`config.mk`:
```
export PLATFORM = sky130hd
export DESIGN_NAME = pipe_field
export DESIGN_NICKNAME = d
export VERILOG_FILES = /design/src/rtl/flappy_pkg.sv /design/src/rtl/flappy_lfsr.sv /design/src/rtl/pipe_field.sv
export SDC_FILE = /design/constraint.sdc
export NUM_CORES = 1
export LEC_CHECK = 0
export BUFFER_PORTS_ARGS = -buffer_cell sky130_fd_sc_hd__buf_2
export CAP_MARGIN = 10
export CORE_MARGIN = 1.5
export CORE_UTILIZATION = 35
export DETAILED_ROUTE_END_ITERATION = 12
export HOLD_SLACK_MARGIN = 0.03
export PLACE_DENSITY = 0.54
export SYNTH_ARGS = -nofsm -noshare
export SYNTH_HDL_FRONTEND = slang
export SYNTH_SLANG_ARGS = --single-unit
```
`constraint.sdc`:
```
create_clock -name Clk -period 6.7 [get_ports Clk]
set_input_delay 0.67 -clock Clk [delete_from_list [all_inputs] [get_ports Clk]]
set_output_delay 0.67 -clock Clk [all_outputs]
set_load 0.1 [all_outputs]
```
`src/rtl/flappy_pkg.sv`:
```
// Shared Flappy definitions: screen geometry, bird size, FSM state codes
// and the saturating score increment.
// SCORE_BCD_EN selects a two-digit packed BCD score (0x00..0x99) instead
// of plain binary (0..255).
package flappy_pkg;

    localparam int SCREEN_W  = 640;
    localparam int SCREEN_H  = 480;
    localparam int BIRD_SIZE = 16;

    // One-hot state codes, kept as plain constants so older blocks can share them
    localparam logic [2:0] S_IDLE   = 3'b001;
    localparam logic [2:0] S_SCROLL = 3'b010;
    localparam logic [2:0] S_HIT    = 3'b100;

    // Add one to the score, holding at the top value instead of wrapping
    function automatic logic [7:0] score_inc(input logic [7:0] s);
`ifdef SCORE_BCD_EN
        logic [7:0] r;
        if (s == 8'h99)
            r = s;
        else if (s[3:0] == 4'd9)
            r = {s[7:4] + 4'd1, 4'd0};
        else
            r = {s[7:4], s[3:0] + 4'd1};
        return r;
`else
        return (s == 8'hFF) ? s : s + 8'd1;
`endif
    endfunction

endpackage

```
`src/rtl/flappy_lfsr.sv`:
```
// 10-bit Fibonacci LFSR, polynomial x^10 + x^7 + 1.
// Free-running; 'load' puts the seed back synchronously.
module flappy_lfsr #(
    parameter logic [9:0] SEED = 10'h2A5
) (
    input  logic       Clk,
    input  logic       reset_n,
    input  logic       load,
    output logic [9:0] q
);

    // Shift left one place each clock, feeding q[9]^q[6] into bit 0
    always_ff @(posedge Clk or negedge reset_n) begin
        if (!reset_n)
            q <= SEED;
        else if (load)
            q <= SEED;
        else
            q <= {q[8:0], q[9] ^ q[6]};
    end

endmodule

```
`src/rtl/pipe_field.sv`:
```
// Flappy obstacle field: scrolls two pipes left, respawns them with
// pseudo-random gap heights, scores each pipe the bird clears and flags
// collisions with pipes, floor and ceiling.
// SCORE_BCD_EN (see flappy_pkg) switches Score to packed BCD.
module pipe_field
    import flappy_pkg::*;
#(
    parameter int         PIPE_W       = 40,
    parameter int         GAP_H        = 120,
    parameter int         GAP_MIN      = 80,
    parameter int         PIPE_SPACING = 320,
    parameter int         SCROLL_STEP  = 2,
    parameter logic [9:0] LFSR_SEED    = 10'h2A5
) (
    input  logic               Clk,
    input  logic               reset_n,
    input  logic               Tick,
    input  logic               Run,
    input  logic               Clear,
    input  logic signed [9:0]  Bird_X,
    input  logic signed [9:0]  Bird_Y,
    output logic signed [10:0] Pipe0_X,
    output logic [9:0]         Pipe0_GapY,
    output logic signed [10:0] Pipe1_X,
    output logic [9:0]         Pipe1_GapY,
    output logic               Hit,
    output logic [7:0]         Score
);

    // Geometry is compared in 12-bit signed so no sum can overflow
    localparam logic signed [11:0] PW_S    = 12'(PIPE_W);
    localparam logic signed [11:0] GH_S    = 12'(GAP_H);
    localparam logic signed [11:0] BS_S    = 12'(BIRD_SIZE);
    localparam logic signed [11:0] SH_S    = 12'(SCREEN_H);
    localparam logic signed [11:0] STEP_S  = 12'(SCROLL_STEP);
    localparam logic signed [11:0] WRAP_S  = 12'(2 * PIPE_SPACING);
    localparam logic signed [10:0] X0_INIT = 11'(SCREEN_W);
    localparam logic signed [10:0] X1_INIT = 11'(SCREEN_W + PIPE_SPACING);
    localparam logic [9:0]         GAP_INIT = 10'(GAP_MIN);

    logic [2:0]         state;
    logic               chk;
    logic [9:0]         lfsr_q;
    logic               passed0;
    logic               passed1;
    logic signed [11:0] bird_x;
    logic signed [11:0] bird_y;
    logic signed [11:0] move0;
    logic signed [11:0] move1;
    logic signed [10:0] next_x0;
    logic signed [10:0] next_x1;
    logic               respawn0;
    logic               respawn1;
    logic               pass0;
    logic               pass1;
    logic               collide;
    logic [9:0]         new_gap;
    logic [7:0]         score_next;

    // A pipe hits the bird when their x-ranges overlap and the bird box
    // is not wholly inside the opening
    function automatic logic pipe_hit(input logic signed [10:0] px,
                                      input logic [9:0]         gap,
                                      input logic signed [11:0] bx,
                                      input logic signed [11:0] by);
        logic signed [11:0] x;
        logic signed [11:0] top;
        x   = {px[10], px};
        top = $signed({2'b00, gap});
        return (bx < x + PW_S) && (x < bx + BS_S) &&
               !((by >= top) && (by + BS_S <= top + GH_S));
    endfunction

    flappy_lfsr #(.SEED(LFSR_SEED)) u_lfsr (
        .Clk     (Clk),
        .reset_n (reset_n),
        .load    (Clear),
        .q       (lfsr_q)
    );

    // Next pipe positions, respawn/pass detection, score and collision tests
    always_comb begin
        bird_x   = {{2{Bird_X[9]}}, Bird_X};
        bird_y   = {{2{Bird_Y[9]}}, Bird_Y};
        move0    = {Pipe0_X[10], Pipe0_X} - STEP_S;
        move1    = {Pipe1_X[10], Pipe1_X} - STEP_S;
        respawn0 = (move0 + PW_S) <= 12'sd0;
        respawn1 = (move1 + PW_S) <= 12'sd0;
        next_x0  = respawn0 ? 11'(move0 + WRAP_S) : 11'(move0);
        next_x1  = respawn1 ? 11'(move1 + WRAP_S) : 11'(move1);
        pass0    = !passed0 && !respawn0 && (({next_x0[10], next_x0} + PW_S) < bird_x);
        pass1    = !passed1 && !respawn1 && (({next_x1[10], next_x1} + PW_S) < bird_x);
        new_gap  = GAP_INIT + (lfsr_q & 10'h07F);
        if (pass0 && pass1)
            score_next = score_inc(score_inc(Score));
        else if (pass0 || pass1)
            score_next = score_inc(Score);
        else
            score_next = Score;
        collide = pipe_hit(Pipe0_X, Pipe0_GapY, bird_x, bird_y) ||
                  pipe_hit(Pipe1_X, Pipe1_GapY, bird_x, bird_y) ||
                  (bird_y < 12'sd0) || (bird_y + BS_S > SH_S);
    end

    // The collision test runs the cycle after a Tick, on the moved pipes
    always_ff @(posedge Clk or negedge reset_n) begin
        if (!reset_n)
            chk <= 1'b0;
        else
            chk <= Tick;
    end

    // Game FSM and pipe state; Clear re-initialises from any state
    always_ff @(posedge Clk or negedge reset_n) begin
        if (!reset_n) begin
            state      <= S_IDLE;
            Pipe0_X    <= X0_INIT;
            Pipe1_X    <= X1_INIT;
            Pipe0_GapY <= GAP_INIT;
            Pipe1_GapY <= GAP_INIT;
            passed0    <= 1'b0;
            passed1    <= 1'b0;
            Score      <= 8'd0;
        end else if (Clear) begin
            state      <= S_IDLE;
            Pipe0_X    <= X0_INIT;
            Pipe1_X    <= X1_INIT;
            Pipe0_GapY <= GAP_INIT;
            Pipe1_GapY <= GAP_INIT;
            passed0    <= 1'b0;
            passed1    <= 1'b0;
            Score      <= 8'd0;
        end else begin
            case (state)
                S_IDLE: begin
                    if (Run)
                        state <= S_SCROLL;
                end
                S_SCROLL: begin
                    if (chk && collide)
                        state <= S_HIT;
                    if (Tick) begin
                        Pipe0_X <= next_x0;
                        Pipe1_X <= next_x1;
                        if (respawn0) begin
                            Pipe0_GapY <= new_gap;
                            passed0    <= 1'b0;
                        end else if (pass0) begin
                            passed0 <= 1'b1;
                        end
                        if (respawn1) begin
                            Pipe1_GapY <= new_gap;
                            passed1    <= 1'b0;
                        end else if (pass1) begin
                            passed1 <= 1'b1;
                        end
                        Score <= score_next;
                    end
                end
                S_HIT: begin
                    state <= S_HIT;
                end
                default: begin
                    state <= S_IDLE;
                end
            endcase
        end
    end

    assign Hit = (state == S_HIT);

endmodule

```
== Word level (Yosys, flattened, before mapping) ==
Index checks and enable logic that the tools add are counted.

* Register bits after elaboration: 66
* Bits of input ports: 25
* Output and inout bits: 51
* Logic and storage cells: 123

* Add/subtract/negate cells: 17
* Magnitude comparators: 14
* Eq/ne operators: 7
* Multiplexer cells: 38
* Bitwise operators: 1
* Reductions and logical operators: 36

{| class="wikitable"
|+ Operators with widths
! kind !! number
|-
| $mux W10 || 9
|-
| $mux W11 || 8
|-
| $mux W8 || 7
|-
| $add A11 B7 Y12 const B || 4
|-
| $add A12 B7 Y12 const B || 2
|-
| $le A11 B12 Y1 || 2
|-
| $le A12 B1 Y1 const B || 2
|-
| $lt A10 B12 Y1 || 2
|-
| $lt A12 B12 Y1 || 2
|-
| $sub A11 B3 Y12 const B || 2
|-
| $add A10 B6 Y11 const B || 2
|-
| $add A10 B7 Y11 const B || 2
|-
| $add A11 B11 Y11 const B || 2
|-
| $ge A10 B11 Y1 || 2
|-
| $lt A11 B11 Y1 || 2
|-
| $add A8 B1 Y8 const B || 2
|-
| $eq A8 B8 Y1 const B || 2
|-
| $reduce_and A3 Y1 || 5
|-
| $logic_and A1 B1 Y1 || 12
|-
| $gt A11 B10 Y1 const B || 1
|-
| $lt A10 B1 Y1 const B || 1
|-
| $mux W1 || 10
|-
| $mux W3 || 3
|-
| $pmux W3 S3 || 1
|-
| other kinds (11) || 26
|}

== Depth between registers and ports, before layout ==
* Depth in word-level cells: 13
* Mapped depth: 27
* Mapped depth without buffers: 25

== Cells and area by module ==
A second synthesis with hierarchy kept.

* Cells, all modules: 913
* Area, all modules: 7,375.8 sq um

{| class="wikitable"
|+ By module, submodules not included
! module !! times used !! cells an instance !! area an instance (sq um) !! seq. area each (sq um)
|-
| pipe_field || 1 || 892 || 7,048.0 || 1,265.0
|-
| flappy_lfsr || 1 || 21 || 327.8 || 256.5
|}

== Worst setup path after synthesis ==
OpenSTA, ideal clock, no wires.

* Kind: register to register
* Start point: register Pipe0_X[1]
* End point: register Score[3]
* Setup time: 128 ps
* Data arrival time: 6,423 ps
* Required time: 6,572 ps
* Slack: 150 ps
* Stages on the path, launching flop included: 25
* Buffers on the path: 2
* Clock period less this slack: 6,550 ps
* Cells stage by stage: dfrtp_1 > inv_1 > ha_1 > clkbuf_1 > xor2_1 > ha_1 > or4_1 > nor4b_1 > o2111ai_1 > a22oi_2 > o21bai_1 > buf_2 > mux2i_1 > nand2_1 > xnor2_1 > ha_1 > and4_1 > a211oi_1 > o21ai_0 > a41oi_1 > o21ai_0 > nor4b_4 > nand2b_1 > a21oi_1 > mux2_1

* Longest elaborated chain between the ends: 12
* Elaborated cells between the ends (all ways): 18
* Classes of those cells: add/sub: 4; order compare: 2; mux: 5; reduce/logical: 7

{| class="wikitable"
|+ Ends and longest elaborated chain
! what !! RTL line !! text
|-
| start, declared || pipe_field.sv:22 || <nowiki>output logic signed [10:0] Pipe0_X,</nowiki>
|-
| start signal, assigned || pipe_field.sv:143 || <nowiki>Pipe0_X <= next_x0;</nowiki>
|-
| $sub A11 B3 Y12 (*) || pipe_field.sv:85 || <nowiki>move0 = {Pipe0_X[10], Pipe0_X} - STEP_S;</nowiki>
|-
| $add A12 B7 Y12 || pipe_field.sv:87 || <nowiki>respawn0 = (move0 + PW_S) <= 12'sd0;</nowiki>
|-
| $le A12 B1 Y1 || pipe_field.sv:87 ||
|-
| $mux W11 || pipe_field.sv:89 || <nowiki>next_x0 = respawn0 ? 11'(move0 + WRAP_S) : 11'(move0);</nowiki>
|-
| $add A11 B7 Y12 || pipe_field.sv:91 || <nowiki>pass0 = !passed0 && !respawn0 && (({next_x0[10], next_x0} + PW_S) < bird_x);</nowiki>
|-
| $lt A12 B12 Y1 || pipe_field.sv:91 ||
|-
| $logic_and A1 B1 Y1 (*) || pipe_field.sv:91 ||
|-
| $logic_and A1 B1 Y1 || pipe_field.sv:94 || <nowiki>if (pass0 && pass1)</nowiki>
|-
| $mux W8 || pipe_field.sv:94 ||
|-
| $mux W8 || pipe_field.sv:142 || <nowiki>if (Tick) begin</nowiki>
|-
| $mux W8 || pipe_field.sv:134 || <nowiki>case (state)</nowiki>
|-
| $mux W8 || pipe_field.sv:124 || <nowiki>end else if (Clear) begin</nowiki>
|-
| end signal, assigned || pipe_field.sv:157 || <nowiki>Score <= score_next;</nowiki>
|-
| end, declared || pipe_field.sv:27 || <nowiki>output logic [7:0] Score</nowiki>
|}

Mark *: on every way between the ends. The rest lies on a longest branch, timed or not. The select of a mux whose other input is x is not followed.
A chain may end at the register's enable or synchronous reset.

== Worst setup path after layout ==
* Start point: register Pipe0_X[4]
* End point: register Score[3]

The elaborated chain is that of the path after synthesis.

==> metrics.yaml <==
synth_edf_count: 0
antenna-diode-count: 0
portBuffers: 69
yosys_warnings: 0
grt_start_max_net_pins: 61
drive_gt1_share_pct: 15.9
clock_latency_ps: 340
routed.top_layer: "met4"
final_common_cell: "ha_1"
period_minus_slack_ps: 6180
avgSynthCellArea_um2: 8.32
cts_num_sinks: 60
nets: 1035
worstPathCellList: "or4_4, or4_4, xor2_2, clkinv_4, ha_1, o2111ai_1, nor3_2, mux2i_1, a22oi_2, o21bai_2, nand2_1, xnor2_1, xnor2_1, ha_1, and4_1, a211oi_1, o21ai_0, a41oi_1, o21ai_1, nor4b_4, buf_4, nand2b_1, a21oi_1, mux2_1"
postSynthCellCount: 838
syn_area_um2: 6970
cp_max_fo: 9
fillers: 2048
cts_hold_buf: 0
slew_viol_final: 0
overflow: 0
final_area_um2: 7890
met2_length_um: 8830
worst_pin_slew_ps: 806
setup-tns-final_ps: 0
vias: 6035
antenna_found_initial: 0
wl_um: 18500
drc: 0
min_from: "u_lfsr.q[8]$_DFF_PN0_"
avgRoutedWirePerCell_um: 15.8
synth_seq_cells: 60
grt_pass1_wl_um: 31000
p_leak_nw: 3.72
p_switching_mw: 0.467
grt_pass1_vias: 6112
fp.dieArea_um2: 20800
maxCapViolations: 0
grt_setup_unrepaired: "false"
syn2layout_area_growth_pct: 13.2
dr.pass1.iters: 6
wl_met3_um: 513
start_util_pct: 35.7
crit_required_ps: 6920
synth_top_flop_cell: "dfrtp_1"
period_share_pct: 92.2
swShare_pct: 37.6
reg2reg_slack_ps: 520
die_w_um: 144
die_y_um: 144
gp_congestion: 0.847
htreeDepth: 3
drt_iter0_drc: 293
p_int_mw: 0.774
row_count: 51
hp-class: "register to register"
start_kind: "register"
seqPwrFrac_pct: 32.9
tritoncts.num_buffers: 9
setup_viol: 0
clk_pin_slew_worst_paths_ps: 60
top_level_ports: 76
synth_seq_area_share_pct: 21.8
clock_skew_ps: 3.56
ir_worst_vdd_mv: 0.132
synth_cell_types: 73
p_comb_share_pct: 31.3
placed_cell_area_um2: 7570
dp_hpwl_um: 14200
startpoint: "Pipe0_X[4]$_DFFE_PN0P_"
r2r_start: "Pipe0_X[4]$_DFFE_PN0P_"
ctsLongestPathBuffers: 2
hold_viol_final: 0
detail-route-antenna-nets: 0
root_buffer: "clkbuf_16"
final_cell_mix: "ha_1, buf_2, inv_1"
max_freq_ghz: 0.162
power_mw: 1.24
viasPerCell: 5.16
critical_path.endpoint_type: "register"
arrival_ps: 6400
track_usage_pct: 18.8
wl_met1_um: 8930
async_reset_ff_share_pct: 100
worst_path_max_delay_cell: "or4_4"
critPathKind: "register to register"
crit_path_max_incr_delay_ps: 610
cts_tree: "yes"
relSlewSlack_pct: 46.3
status: "completed"
core_um2: 19500
powerDensity_nw_per_um2: 157
clockPowerShare_pct: 35.9
==> final timing paths <==
| kind | endpoint | depth (start not counted) |
|---|---|---|
| max in group asynchronous | Pipe1_X[3]$_DFFE_PN0P_ | 2 |
| max reg2reg | Score[3]$_DFFE_PN0P_ | 24 |
| min in group asynchronous | Pipe1_GapY[3]$_DFFE_PN0P_ | 2 |
| min reg2reg | u_lfsr.q[9]$_DFF_PN1_ | 1 |
| min | u_lfsr.q[9]$_DFF_PN1_ | 1 |
| max | Score[3]$_DFFE_PN0P_ | 24 |
==> sequential cells by signal (all words and copies together), names as in the netlist <==
name        cells
u_lfsr.q       10
chk             1
Pipe1_X        10
Pipe1_GapY      8
state           3
Pipe0_GapY      8
Pipe0_X        10
Score           8
passed0         1
passed1         1
==> routing by layer <==
layer / vias to the layer above / global-route usage (%)
li1: 3113 / -
met1: 2831 / 24.7
met2: 77 / 32.9
met3: 14 / 2.45
met4: 0 / 3.87
met5: - / 0
==> area by class of cell <==
type / count / area, µm² / share of cell area, %
Clock buffer: 11 / 243 / 3.08
Multi-Input combinational cell: 680 / 5060 / 64.1
Inverter: 65 / 249 / 3.16
Clock inverter: 5 / 36.3 / 0.460
Tap cell: 265 / 332 / 4.20
Timing Repair Buffer: 83 / 450 / 5.71
Sequential cell: 60 / 1520 / 19.3
==> through the flow <==
| stage | instances | hold WS (ps) | setup slack, ps | utilization (%) |
|---|---|---|---|---|
| floorplan | 843 | 374 | 150 | - |
| global placement | 1150 | 421 | 382 | 38.7 |
| detailed placement | 1150 | 422 | 197 | 38.7 |
| CTS | 1166 | 440 | 173 | 40.2 |
| global route | 1169 | 447 | 17.6 | 40.4 |
| finish | 1169 | 438 | 519 | 40.4 |
==> what timing repair did <==
action | in CTS | in global routing
resized for setup | 0 | 7
setup endpoints to repair | 0 | 8
setup buffers | 0 | 2
==> logic make-up (layout without fill, tap and decap cells) <==
family	count (synthesis)	in the layout	synth area share (%)
fa+ha+maj	111	111	19.9
compound gates	204	204	19.1
flops	60	60	21.8
mux	19	19	2.80
buf+inv	103	164	6.25
other cells	1	6	0.0538
simple gates	264	264	20.3
xor+xnor	76	76	9.77
==> power groups by stage <==
| stage | Combinational (mW) | Sequential (mW) | Clock (mW) |
|---|---|---|---|
| detailed placement | 0.384 | 0.414 | 0 |
| finish | 0.388 | 0.408 | 0.445 |
| CTS | 0.387 | 0.408 | 0.457 |
| floorplan | 0.237 | 0.468 | 0 |
| global placement | 0.383 | 0.414 | 0 |
| global route | 0.434 | 0.413 | 0.471 |
==> synthesized netlist by cell type, types with 10 or more instances <==
cell	instances	area (µm²)
nor2b_1	13	81.3
a211oi_1	15	113
nand2b_1	15	93.8
nand3_1	25	125
ha_1	111	1390
o21ai_0	38	190
nor3_1	20	100
dfrtp_1	44	1100
inv_1	63	236
xor2_1	19	166
xnor2_1	55	482
dfstp_2	16	420
nand2_1	55	206
nor2_1	63	236
a21o_1	18	135
mux2i_1	15	150
o211ai_1	10	75.1
a21oi_1	57	285
clkbuf_1	23	86.3
or3_1	13	81.3
==> worst max-delay path: cells and delay by family (launching register included) <==
family | cells | cell delay [ps]
and+or+nand+nor | 7 | 2050
buffers and inverters | 2 | 280
adders and majority gates | 2 | 520
DFF | 1 | 460
xor gates and xnor gates | 3 | 650
muxes | 2 | 460
AOI/OAI and AO/OA | 8 | 1630
Note: power is estimated with default switching activity, not from simulation.
